===== src/rtl/lsu_align_unit_if.sv =====
// Pipeline request/response and data-memory bus signals of the load/store alignment unit.
// The master modport is the alignment unit; the slave modport is the pipeline plus memory.
interface lsu_align_unit_if #(
  parameter int DATA_W = 32,
  parameter int ADDR_W = 32
);
  localparam int BYTES = DATA_W / 8;

  logic              req_valid;
  logic              req_ready;
  logic              req_we;
  logic [2:0]        req_op;
  logic [ADDR_W-1:0] req_addr;
  logic [DATA_W-1:0] req_wdata;

  logic              rsp_valid;
  logic              rsp_ready;
  logic [DATA_W-1:0] rsp_rdata;
  logic              rsp_err;

  logic              mem_req;
  logic              mem_gnt;
  logic              mem_we;
  logic [ADDR_W-1:0] mem_addr;
  logic [BYTES-1:0]  mem_be;
  logic [DATA_W-1:0] mem_wdata;
  logic              mem_rvalid;
  logic [DATA_W-1:0] mem_rdata;
  logic              mem_err;

  modport master (
    input  req_valid, req_we, req_op, req_addr, req_wdata, rsp_ready,
           mem_gnt, mem_rvalid, mem_rdata, mem_err,
    output req_ready, rsp_valid, rsp_rdata, rsp_err,
           mem_req, mem_we, mem_addr, mem_be, mem_wdata
  );

  modport slave (
    output req_valid, req_we, req_op, req_addr, req_wdata, rsp_ready,
           mem_gnt, mem_rvalid, mem_rdata, mem_err,
    input  req_ready, rsp_valid, rsp_rdata, rsp_err,
           mem_req, mem_we, mem_addr, mem_be, mem_wdata
  );
endinterface


===== src/rtl/lsu_align_unit.sv =====
// Load/store alignment unit: lane steering, misaligned-access splitting into two
// aligned bus beats, and merge plus sign/zero extension of load data.
module lsu_align_unit #(
  parameter int DATA_W      = 32,
  parameter int ADDR_W      = 32,
  parameter bit MISALIGN_EN = 1'b1
) (
  input  logic             clk,
  input  logic             rst,
  lsu_align_unit_if.master bus
);
  localparam int BYTES = DATA_W / 8;
  localparam int OFF_W = $clog2(BYTES);

  typedef enum logic [2:0] {IDLE, REQ1, WAIT1, REQ2, WAIT2, RESP} state_t;

  state_t            state_q, state_d;
  logic              err_q, err_d;
  logic              we_q;
  logic              split_q;
  logic [2:0]        op_q;
  logic [3:0]        size_q;
  logic [OFF_W-1:0]  off_q;
  logic [ADDR_W-1:0] addr_q;
  logic [DATA_W-1:0] wdata_q;
  logic [DATA_W-1:0] lo_q;
  logic [DATA_W-1:0] rdata_q, rdata_d;
  logic              cap_lo;
  logic              load_rd;

  function automatic logic [DATA_W-1:0] extend_ld(input logic [DATA_W-1:0] v,
                                                   input logic [2:0] op);
    logic [DATA_W-1:0] r;
    case (op)
      3'b000:  begin r = {DATA_W{v[7]}};  r[7:0]  = v[7:0];  end
      3'b001:  begin r = '0;              r[7:0]  = v[7:0];  end
      3'b010:  begin r = {DATA_W{v[15]}}; r[15:0] = v[15:0]; end
      3'b011:  begin r = '0;              r[15:0] = v[15:0]; end
      3'b100:  begin r = {DATA_W{v[31]}}; r[31:0] = v[31:0]; end
      3'b101:  begin r = '0;              r[31:0] = v[31:0]; end
      default: r = v;
    endcase
    return r;
  endfunction

  logic             accept;
  logic [3:0]       dec_size;
  logic [OFF_W-1:0] dec_off;
  logic [4:0]       dec_end;
  logic             dec_split;
  logic             dec_misal;
  logic             dec_illegal;

  always_comb begin
    accept   = bus.req_valid && (state_q == IDLE);
    dec_off  = bus.req_addr[OFF_W-1:0];
    case (bus.req_op[2:1])
      2'b00:   dec_size = 4'd1;
      2'b01:   dec_size = 4'd2;
      2'b10:   dec_size = 4'd4;
      default: dec_size = 4'd8;
    endcase
    dec_end     = 5'(dec_off) + 5'(dec_size);
    dec_split   = dec_end > 5'(BYTES);
    // Without splitting support any non-naturally-aligned access is rejected, split or not.
    dec_misal   = |(4'(dec_off) & (dec_size - 4'd1));
    dec_illegal = (bus.req_op == 3'b111) ||
                  ((DATA_W == 32) && ((bus.req_op == 3'b101) || (bus.req_op == 3'b110)));
  end

  logic [2*BYTES-1:0]  lane_mask;
  logic [2*BYTES-1:0]  be_full;
  logic [2*DATA_W-1:0] wd_full;
  logic [DATA_W-1:0]   lo_sel;
  logic [2*DATA_W-1:0] merged;
  logic [DATA_W-1:0]   ld_result;

  always_comb begin
    lane_mask = (2*BYTES)'((16'h1 << size_q) - 16'h1);
    be_full   = lane_mask << off_q;
    wd_full   = {{DATA_W{1'b0}}, wdata_q} << {off_q, 3'b000};
    // The second beat's data arrives on mem_rdata in the same cycle the result is registered.
    lo_sel    = (state_q == WAIT1) ? bus.mem_rdata : lo_q;
    merged    = {bus.mem_rdata, lo_sel} >> {off_q, 3'b000};
    ld_result = extend_ld(merged[DATA_W-1:0], op_q);
  end

  always_comb begin
    state_d       = state_q;
    err_d         = err_q;
    rdata_d       = '0;
    cap_lo        = 1'b0;
    load_rd       = 1'b0;
    bus.req_ready = 1'b0;
    bus.rsp_valid = 1'b0;
    bus.mem_req   = 1'b0;
    bus.mem_we    = 1'b0;
    bus.mem_addr  = '0;
    bus.mem_be    = '0;
    bus.mem_wdata = '0;
    case (state_q)
      IDLE: begin
        bus.req_ready = 1'b1;
        if (accept) begin
          err_d   = dec_illegal || (!MISALIGN_EN && dec_misal);
          state_d = err_d ? RESP : REQ1;
          load_rd = 1'b1;
        end
      end
      REQ1: begin
        bus.mem_req   = 1'b1;
        bus.mem_we    = we_q;
        bus.mem_addr  = addr_q;
        bus.mem_be    = be_full[BYTES-1:0];
        bus.mem_wdata = wd_full[DATA_W-1:0];
        if (bus.mem_gnt) state_d = WAIT1;
      end
      WAIT1: begin
        if (bus.mem_rvalid) begin
          cap_lo = 1'b1;
          if (bus.mem_err) begin
            err_d   = 1'b1;
            state_d = RESP;
            load_rd = 1'b1;
          end else if (split_q) begin
            state_d = REQ2;
          end else begin
            state_d = RESP;
            load_rd = 1'b1;
            rdata_d = we_q ? '0 : ld_result;
          end
        end
      end
      REQ2: begin
        bus.mem_req   = 1'b1;
        bus.mem_we    = we_q;
        bus.mem_addr  = addr_q + ADDR_W'(BYTES);
        bus.mem_be    = be_full[2*BYTES-1:BYTES];
        bus.mem_wdata = wd_full[2*DATA_W-1:DATA_W];
        if (bus.mem_gnt) state_d = WAIT2;
      end
      WAIT2: begin
        if (bus.mem_rvalid) begin
          err_d   = err_q | bus.mem_err;
          state_d = RESP;
          load_rd = 1'b1;
          rdata_d = (we_q || bus.mem_err) ? '0 : ld_result;
        end
      end
      RESP: begin
        bus.rsp_valid = 1'b1;
        if (bus.rsp_ready) state_d = IDLE;
      end
      default: state_d = IDLE;
    endcase
  end

  assign bus.rsp_rdata = bus.rsp_valid ? rdata_q : '0;
  assign bus.rsp_err   = bus.rsp_valid & err_q;

  // Control state: cleared asynchronously.
  always_ff @(posedge clk or posedge rst) begin
    if (rst) begin
      state_q <= IDLE;
      err_q   <= 1'b0;
    end else begin
      state_q <= state_d;
      err_q   <= err_d;
    end
  end

  // Request decode and data buffers: only observed through state-gated outputs.
  always_ff @(posedge clk) begin
    if (accept) begin
      we_q    <= bus.req_we;
      op_q    <= bus.req_op;
      size_q  <= dec_size;
      off_q   <= dec_off;
      split_q <= dec_split;
      addr_q  <= {bus.req_addr[ADDR_W-1:OFF_W], {OFF_W{1'b0}}};
      wdata_q <= bus.req_wdata;
    end
    if (cap_lo)  lo_q    <= bus.mem_rdata;
    if (load_rd) rdata_q <= rdata_d;
  end
endmodule


===== src/flat_wrapper.sv =====
// flat-port wrapper written by rule: the top's interface ports become plain ports
module lsu_align_unit_flat 
#(
  parameter int DATA_W      = 32,
  parameter int ADDR_W      = 32,
  parameter bit MISALIGN_EN = 1'b1
)
  (clk, rst, bus_req_valid, bus_req_we, bus_req_op, bus_req_addr, bus_req_wdata, bus_rsp_ready, bus_mem_gnt, bus_mem_rvalid, bus_mem_rdata, bus_mem_err, bus_req_ready, bus_rsp_valid, bus_rsp_rdata, bus_rsp_err, bus_mem_req, bus_mem_we, bus_mem_addr, bus_mem_be, bus_mem_wdata);
  lsu_align_unit_if #(.DATA_W(DATA_W), .ADDR_W(ADDR_W)) bus_i ();
  input  logic clk;
  input  logic rst;
  input wire logic [$bits(bus_i.req_valid)-1:0] bus_req_valid;
  input wire logic [$bits(bus_i.req_we)-1:0] bus_req_we;
  input wire logic [$bits(bus_i.req_op)-1:0] bus_req_op;
  input wire logic [$bits(bus_i.req_addr)-1:0] bus_req_addr;
  input wire logic [$bits(bus_i.req_wdata)-1:0] bus_req_wdata;
  input wire logic [$bits(bus_i.rsp_ready)-1:0] bus_rsp_ready;
  input wire logic [$bits(bus_i.mem_gnt)-1:0] bus_mem_gnt;
  input wire logic [$bits(bus_i.mem_rvalid)-1:0] bus_mem_rvalid;
  input wire logic [$bits(bus_i.mem_rdata)-1:0] bus_mem_rdata;
  input wire logic [$bits(bus_i.mem_err)-1:0] bus_mem_err;
  output wire logic [$bits(bus_i.req_ready)-1:0] bus_req_ready;
  output wire logic [$bits(bus_i.rsp_valid)-1:0] bus_rsp_valid;
  output wire logic [$bits(bus_i.rsp_rdata)-1:0] bus_rsp_rdata;
  output wire logic [$bits(bus_i.rsp_err)-1:0] bus_rsp_err;
  output wire logic [$bits(bus_i.mem_req)-1:0] bus_mem_req;
  output wire logic [$bits(bus_i.mem_we)-1:0] bus_mem_we;
  output wire logic [$bits(bus_i.mem_addr)-1:0] bus_mem_addr;
  output wire logic [$bits(bus_i.mem_be)-1:0] bus_mem_be;
  output wire logic [$bits(bus_i.mem_wdata)-1:0] bus_mem_wdata;
  assign bus_i.req_valid = bus_req_valid;
  assign bus_i.req_we = bus_req_we;
  assign bus_i.req_op = bus_req_op;
  assign bus_i.req_addr = bus_req_addr;
  assign bus_i.req_wdata = bus_req_wdata;
  assign bus_i.rsp_ready = bus_rsp_ready;
  assign bus_i.mem_gnt = bus_mem_gnt;
  assign bus_i.mem_rvalid = bus_mem_rvalid;
  assign bus_i.mem_rdata = bus_mem_rdata;
  assign bus_i.mem_err = bus_mem_err;
  assign bus_req_ready = bus_i.req_ready;
  assign bus_rsp_valid = bus_i.rsp_valid;
  assign bus_rsp_rdata = bus_i.rsp_rdata;
  assign bus_rsp_err = bus_i.rsp_err;
  assign bus_mem_req = bus_i.mem_req;
  assign bus_mem_we = bus_i.mem_we;
  assign bus_mem_addr = bus_i.mem_addr;
  assign bus_mem_be = bus_i.mem_be;
  assign bus_mem_wdata = bus_i.mem_wdata;
  lsu_align_unit #(.DATA_W(DATA_W), .ADDR_W(ADDR_W), .MISALIGN_EN(MISALIGN_EN)) u_core (.clk(clk), .rst(rst), .bus(bus_i));
endmodule

===== config.mk =====
export PLATFORM = sky130hd
export DESIGN_NAME = lsu_align_unit_flat
export DESIGN_NICKNAME = d
export VERILOG_FILES = /design/src/rtl/lsu_align_unit_if.sv /design/src/rtl/lsu_align_unit.sv /design/src/flat_wrapper.sv
export SDC_FILE = /design/constraint.sdc
export NUM_CORES = 1
export LEC_CHECK = 0
export ABC_AREA = 0
export CORE_ASPECT_RATIO = 0.75
export CORE_MARGIN = 2
export CORE_UTILIZATION = 54
export DETAILED_ROUTE_END_ITERATION = 12
export GPL_ROUTABILITY_DRIVEN = 0
export HOLD_SLACK_MARGIN = 0.06
export PLACE_DENSITY = 0.91
export SLEW_MARGIN = 20
export SYNTH_ARGS = -nofsm -noshare
export SYNTH_HDL_FRONTEND = slang
export SYNTH_SLANG_ARGS = --single-unit
export TNS_END_PERCENT = 50

===== constraint.sdc =====
create_clock -name clk -period 5.1 [get_ports clk]
set_input_delay 1.53 -clock clk [delete_from_list [all_inputs] [get_ports clk]]
set_output_delay 1.53 -clock clk [all_outputs]
set_load 0.01 [all_outputs]

Yosys cells after proc, flatten, opt, wreduce, memory -nomap -nowiden

Index checks and enable logic that the tools add are counted.

Register bits after elaboration: 141
Bits in latches: 0
Memories: 0
RAM bits: 0
Bits in read-only memories: 0
Input bits: 107

Reduce and logical (&&, ||, !) cells: 11
Eq/ne operators: 20
Add/sub/neg operators: 3
Mux-type cells: 40
Shift operators: 4
Bitwise operators: 2
Multiply operators: 0
Order comparisons: 1
Div/mod/pow operators: 0

Operators by type and width:

| operator                | count |
|---|---|
| $mux W32                | 8 |
| $pmux W32 S2            | 3 |
| $pmux W32 S4            | 1 |
| $shl A32 B5 Y64         | 1 |
| $shr A64 B5 Y32         | 1 |
| $add A32 B3 Y32 const B | 1 |
| $mux W3                 | 9 |
| $pmux W3 S6             | 1 |
| $eq A3 B3 Y1 const B    | 5 |
| $mux W1                 | 14 |
| $eq A3 B2 Y1 const B    | 4 |
| $ne A2 B2 Y1 const B    | 6 |
| $pmux W4 S3             | 1 |
| $pmux W4 S2             | 1 |
| $shl A1 B4 Y8 const A   | 1 |
| $shl A8 B2 Y8           | 1 |
| $sub A8 B1 Y8 const B   | 1 |
| $eq A3 B1 Y1 const B    | 2 |
| $logic_not A3 Y1        | 2 |
| $pmux W1 S3             | 2 |
| $reduce_and A6 Y1       | 1 |
| $add A2 B4 Y5           | 1 |
| $gt A5 B3 Y1 const B    | 1 |
| $reduce_and A5 Y1       | 1 |
| other kinds (10)        | 12 |

Longest topological paths before layout

Depth after elaboration: 9
Gate-level depth with buffers: 10
Depth with buffers taken out: 8

Worst setup path before layout

Ideal clock, no wire load.

Path kind: register to output
Start: reg u_core.size_q[2]
End: out bus_mem_be[2]
Slack: 1.380 ns
Arrival: 2.190 ns
Required time: 3.570 ns
Stages on the path, launching flop included: 11
Buffers on the path: 2
Cells stage by stage: edfxtp_1 > clkbuf_1 > nor4_1 > inv_1 > ha_1 > clkbuf_1 > nor3_1 > a22oi_1 > o211ai_1 > a21oi_1 > o22ai_1

Word-level cells in the longest chain between the ends: 4

Ends and longest elaborated chain:

| what                   | RTL line              | text |
|---|---|---|
| start, declared        | lsu_align_unit.sv:22  | `logic [3:0] size_q;` |
| start signal, assigned | lsu_align_unit.sv:177 | `size_q <= dec_size;` |
| $shl A1 B4 Y8          | lsu_align_unit.sv:79  | `lane_mask = (2*BYTES)'((16'h1 << size_q) - 16'h1);` |
| $sub A8 B1 Y8          | lsu_align_unit.sv:79  |  |
| $shl A8 B2 Y8          | lsu_align_unit.sv:80  | `be_full = lane_mask << off_q;` |
| $pmux W4 S2            | lsu_align_unit.sv:101 | `case (state_q)` |
| end, declared          | flat_wrapper.sv:29    | `output wire logic [$bits(bus_i.mem_be)-1:0] bus_mem_be;` |

No other way between the ends.

Worst setup path in the final report

Start: reg u_core.size_q[1]
End: out bus_mem_be[0]

Same word-level chain as after synthesis.

==> impl_metrics.json <==
{
  "die_x_um": 146,
  "layout_commonest_cell": "clkdlybuf4s50_1",
  "hold_path_class": "reg -> reg",
  "leakagePower_uw": 0.00396,
  "cts_buffers": 17,
  "cts.sinks": 141,
  "drt_wl_total_um": 23700,
  "cts_tree": "built",
  "syn-cell-area_mm2": 0.00820,
  "wl_per_cell_um": 20.6,
  "cts-root-buf": "clkbuf_16",
  "startpoint_type": "flop",
  "synthTopCellsByArea": "edfxtp_1, mux2i_1, and2_1, mux2_2, o21ai_0",
  "ant_nets": 0,
  "drv_slew": 0,
  "grt_pass1_wl_um": 36300,
  "crit_fanout": 11,
  "yosysSeqAreaShare_pct": 51.4,
  "cts-root-to-sink-buffers": 2,
  "fin_crit_sh_pct": 98.5,
  "layout-drive-gt1-share_pct": 10.2,
  "relSlewSlack_pct": 38.9,
  "hold_viol": 0,
  "peakVddDrop_mv": 0.275,
  "ff_latch_area_mm2": 0.00421,
  "yosysTopAreaCell": "edfxtp_1",
  "grt_overflow": 0,
  "ys_seq_elements": 141,
  "synth_top_area_share_pct": 50.2,
  "tightest_slew_ns": 0.914,
  "setup_viol": 0,
  "fin_crit_ns": 5.02,
  "rsz0062_at_grt": "false",
  "portBuffers": 209,
  "via_per_inst": 6.11,
  "multi_input_area_mm2": 0.00373,
  "grt_max_degree": 63,
  "crit_start": "u_core.size_q[1]",
  "r2r_cells": 7,
  "fin_nets": 1051,
  "r2r_end": "u_core.rdata_q[18]",
  "area_growth_pct": 35.0,
  "synthArstFlopShare_pct": 2.84,
  "ctsHtreeMaxLevel": 4,
  "crit_path_end_kind": "output port",
  "antenna_found_initial": 2,
  "drc": 0,
  "io_pins": 212,
  "r2r_slack_ns": 1.34,
  "design_area_mm2": 0.0111,
  "worst_clock_skew_ns": 0.0109,
  "n_fill_cell": 970,
  "synth_cells": 746,
  "yosys_warnings": 0,
  "vias": 7047,
  "avgSynthCellArea_um2": 11.0,
  "status": "finished clean",
  "core_area_mm2": 0.0146,
  "synth.distinct_cells": 59,
  "synth_edf_count": 137,
  "clkTransAtPathRegs_ns": 0.06,
  "die_y_um": 111,
  "dp_hpwl_um": 16300,
  "crit_required_ns": 3.57,
  "finalPower_uw": 4910,
  "die_area_mm2": 0.0162,
  "maxCapViolCount": 0,
  "final_cell_mix": "clkdlybuf4s50_1, edfxtp_1, mux2i_1, nor2_1, nand2_1",
  "p_per_area_mw_per_mm2": 443,
  "max_freq_ghz": 0.199,
  "clkLatencyLatePin_ns": 0.43,
  "dpl-instance-area_mm2": 0.0104,
  "row_count": 38,
  "arrival_ns": 3.49,
  "first_pass_iters": 5,
  "endpoint": "bus_mem_be[0]",
  "initial_utilization_pct": 56.0,
  "crit_type": "reg -> out",
  "ys.flop_type": "edfxtp_1",
  "grt_pass1_vias": 6814,
  "r2r-start": "u_core.off_q[0]",
  "grtUsageTotal_pct": 28.6,
  "setup_tns_ns": 0,
  "drtIter0Drc": 834
}
[cell type report]
type                            count  area share [%]
Antenna cell                        1          0.0226
Inverter                           16           0.542
Clock inverter                     15            1.54
Multi-Input combinational cell    538            33.6
Clock buffer                       17            3.84
Tap cell                          200            2.26
Timing Repair Buffer              225            20.1
Sequential cell                   141            38.1
[report_power, final]
part	switching (uW)	total (uW)	leakage, uW	internal, uW
Sequential	175	1760	0.00132	1590
Clock	567	1270	0.000294	700
Combinational	1030	1880	0.00234	851
[what timing repair did]
item | CTS | global route
resized for setup | 0 | 1
setup endpoints to repair | 0 | 1
hold buffers | 0 | 0
setup buffers | 0 | 3
[per-layer routing]
layer	track usage (%)	routed length, um
met5	0	13
met4	9.64	589
met3	8.27	2650
met2	44.2	10700
met1	39.0	9730
[worst min-delay path by stage]
stage | end | from | cells after the start | slack, ns
after floorplan | u_core.err_q | u_core.err_q | 2 | 0.48
after global placement | u_core.err_q | u_core.err_q | 2 | 0.54
after detailed placement | u_core.err_q | u_core.err_q | 2 | 0.55
after CTS | u_core.err_q | u_core.err_q | 2 | 0.57
after global routing | u_core.err_q | u_core.err_q | 2 | 0.60
final | u_core.err_q | u_core.err_q | 2 | 0.58
[sequential cells by signal, summed over array words and instances (netlist names)]
signal,cells
u_core.we_q,1
u_core.size_q,4
u_core.err_q,1
u_core.state_q,3
u_core.rdata_q,32
u_core.wdata_q,32
u_core.addr_q,30
u_core.op_q,3
u_core.split_q,1
u_core.lo_q,32
u_core.off_q,2
[cells by family after synthesis]
family	after synthesis	synth area share (%)
compound gates	156	11.9
xor+xnor	25	2.67
fa+ha+maj	5	0.854
buf+inv	68	3.37
flops	141	51.4
mux	97	13.4
other cells	1	0.0457
simple gates	253	16.4
[cell usage after synthesis (9+ instances only)]
| cell type | number |
|---|---|
| a21oi_1 | 37 |
| inv_1 | 15 |
| and2_1 | 47 |
| nand2_1 | 53 |
| nor3_1 | 16 |
| nor3_2 | 10 |
| o21ai_0 | 43 |
| edfxtp_1 | 137 |
| buf_1 | 9 |
| a211oi_1 | 10 |
| o22ai_1 | 25 |
| mux2_2 | 26 |
| clkbuf_1 | 35 |
| a22oi_1 | 16 |
| nand2b_1 | 10 |
| nand4_1 | 13 |
| nor2_1 | 55 |
| xor2_1 | 19 |
| mux2i_1 | 63 |
| nand3_1 | 10 |
[critical path, cell delays in order (launching register included)]
cell and delay (ns):
edfxtp_1 0.55, nor4_2 0.32, inv_1 0.14, ha_1 0.32, nor3_1 0.25, a22oi_1 0.14, o211ai_1 0.26, a21oi_1 0.13
o2bb2ai_1 0.32, clkdlybuf4s50_1 0.63
[metrics by stage]
step	hold WS [ns]	util [%]	instances	setup slack (ns)
global placement	0.543	71.3	1117	0.737
global route	0.603	75.6	1152	0.0236
floorplan	0.483	-	747	1.38
detailed placement	0.547	71.3	1117	0.546
CTS	0.566	75.4	1149	0.0664
finish	0.581	75.6	1153	0.0786
Note: power is estimated with default switching activity, not from simulation.
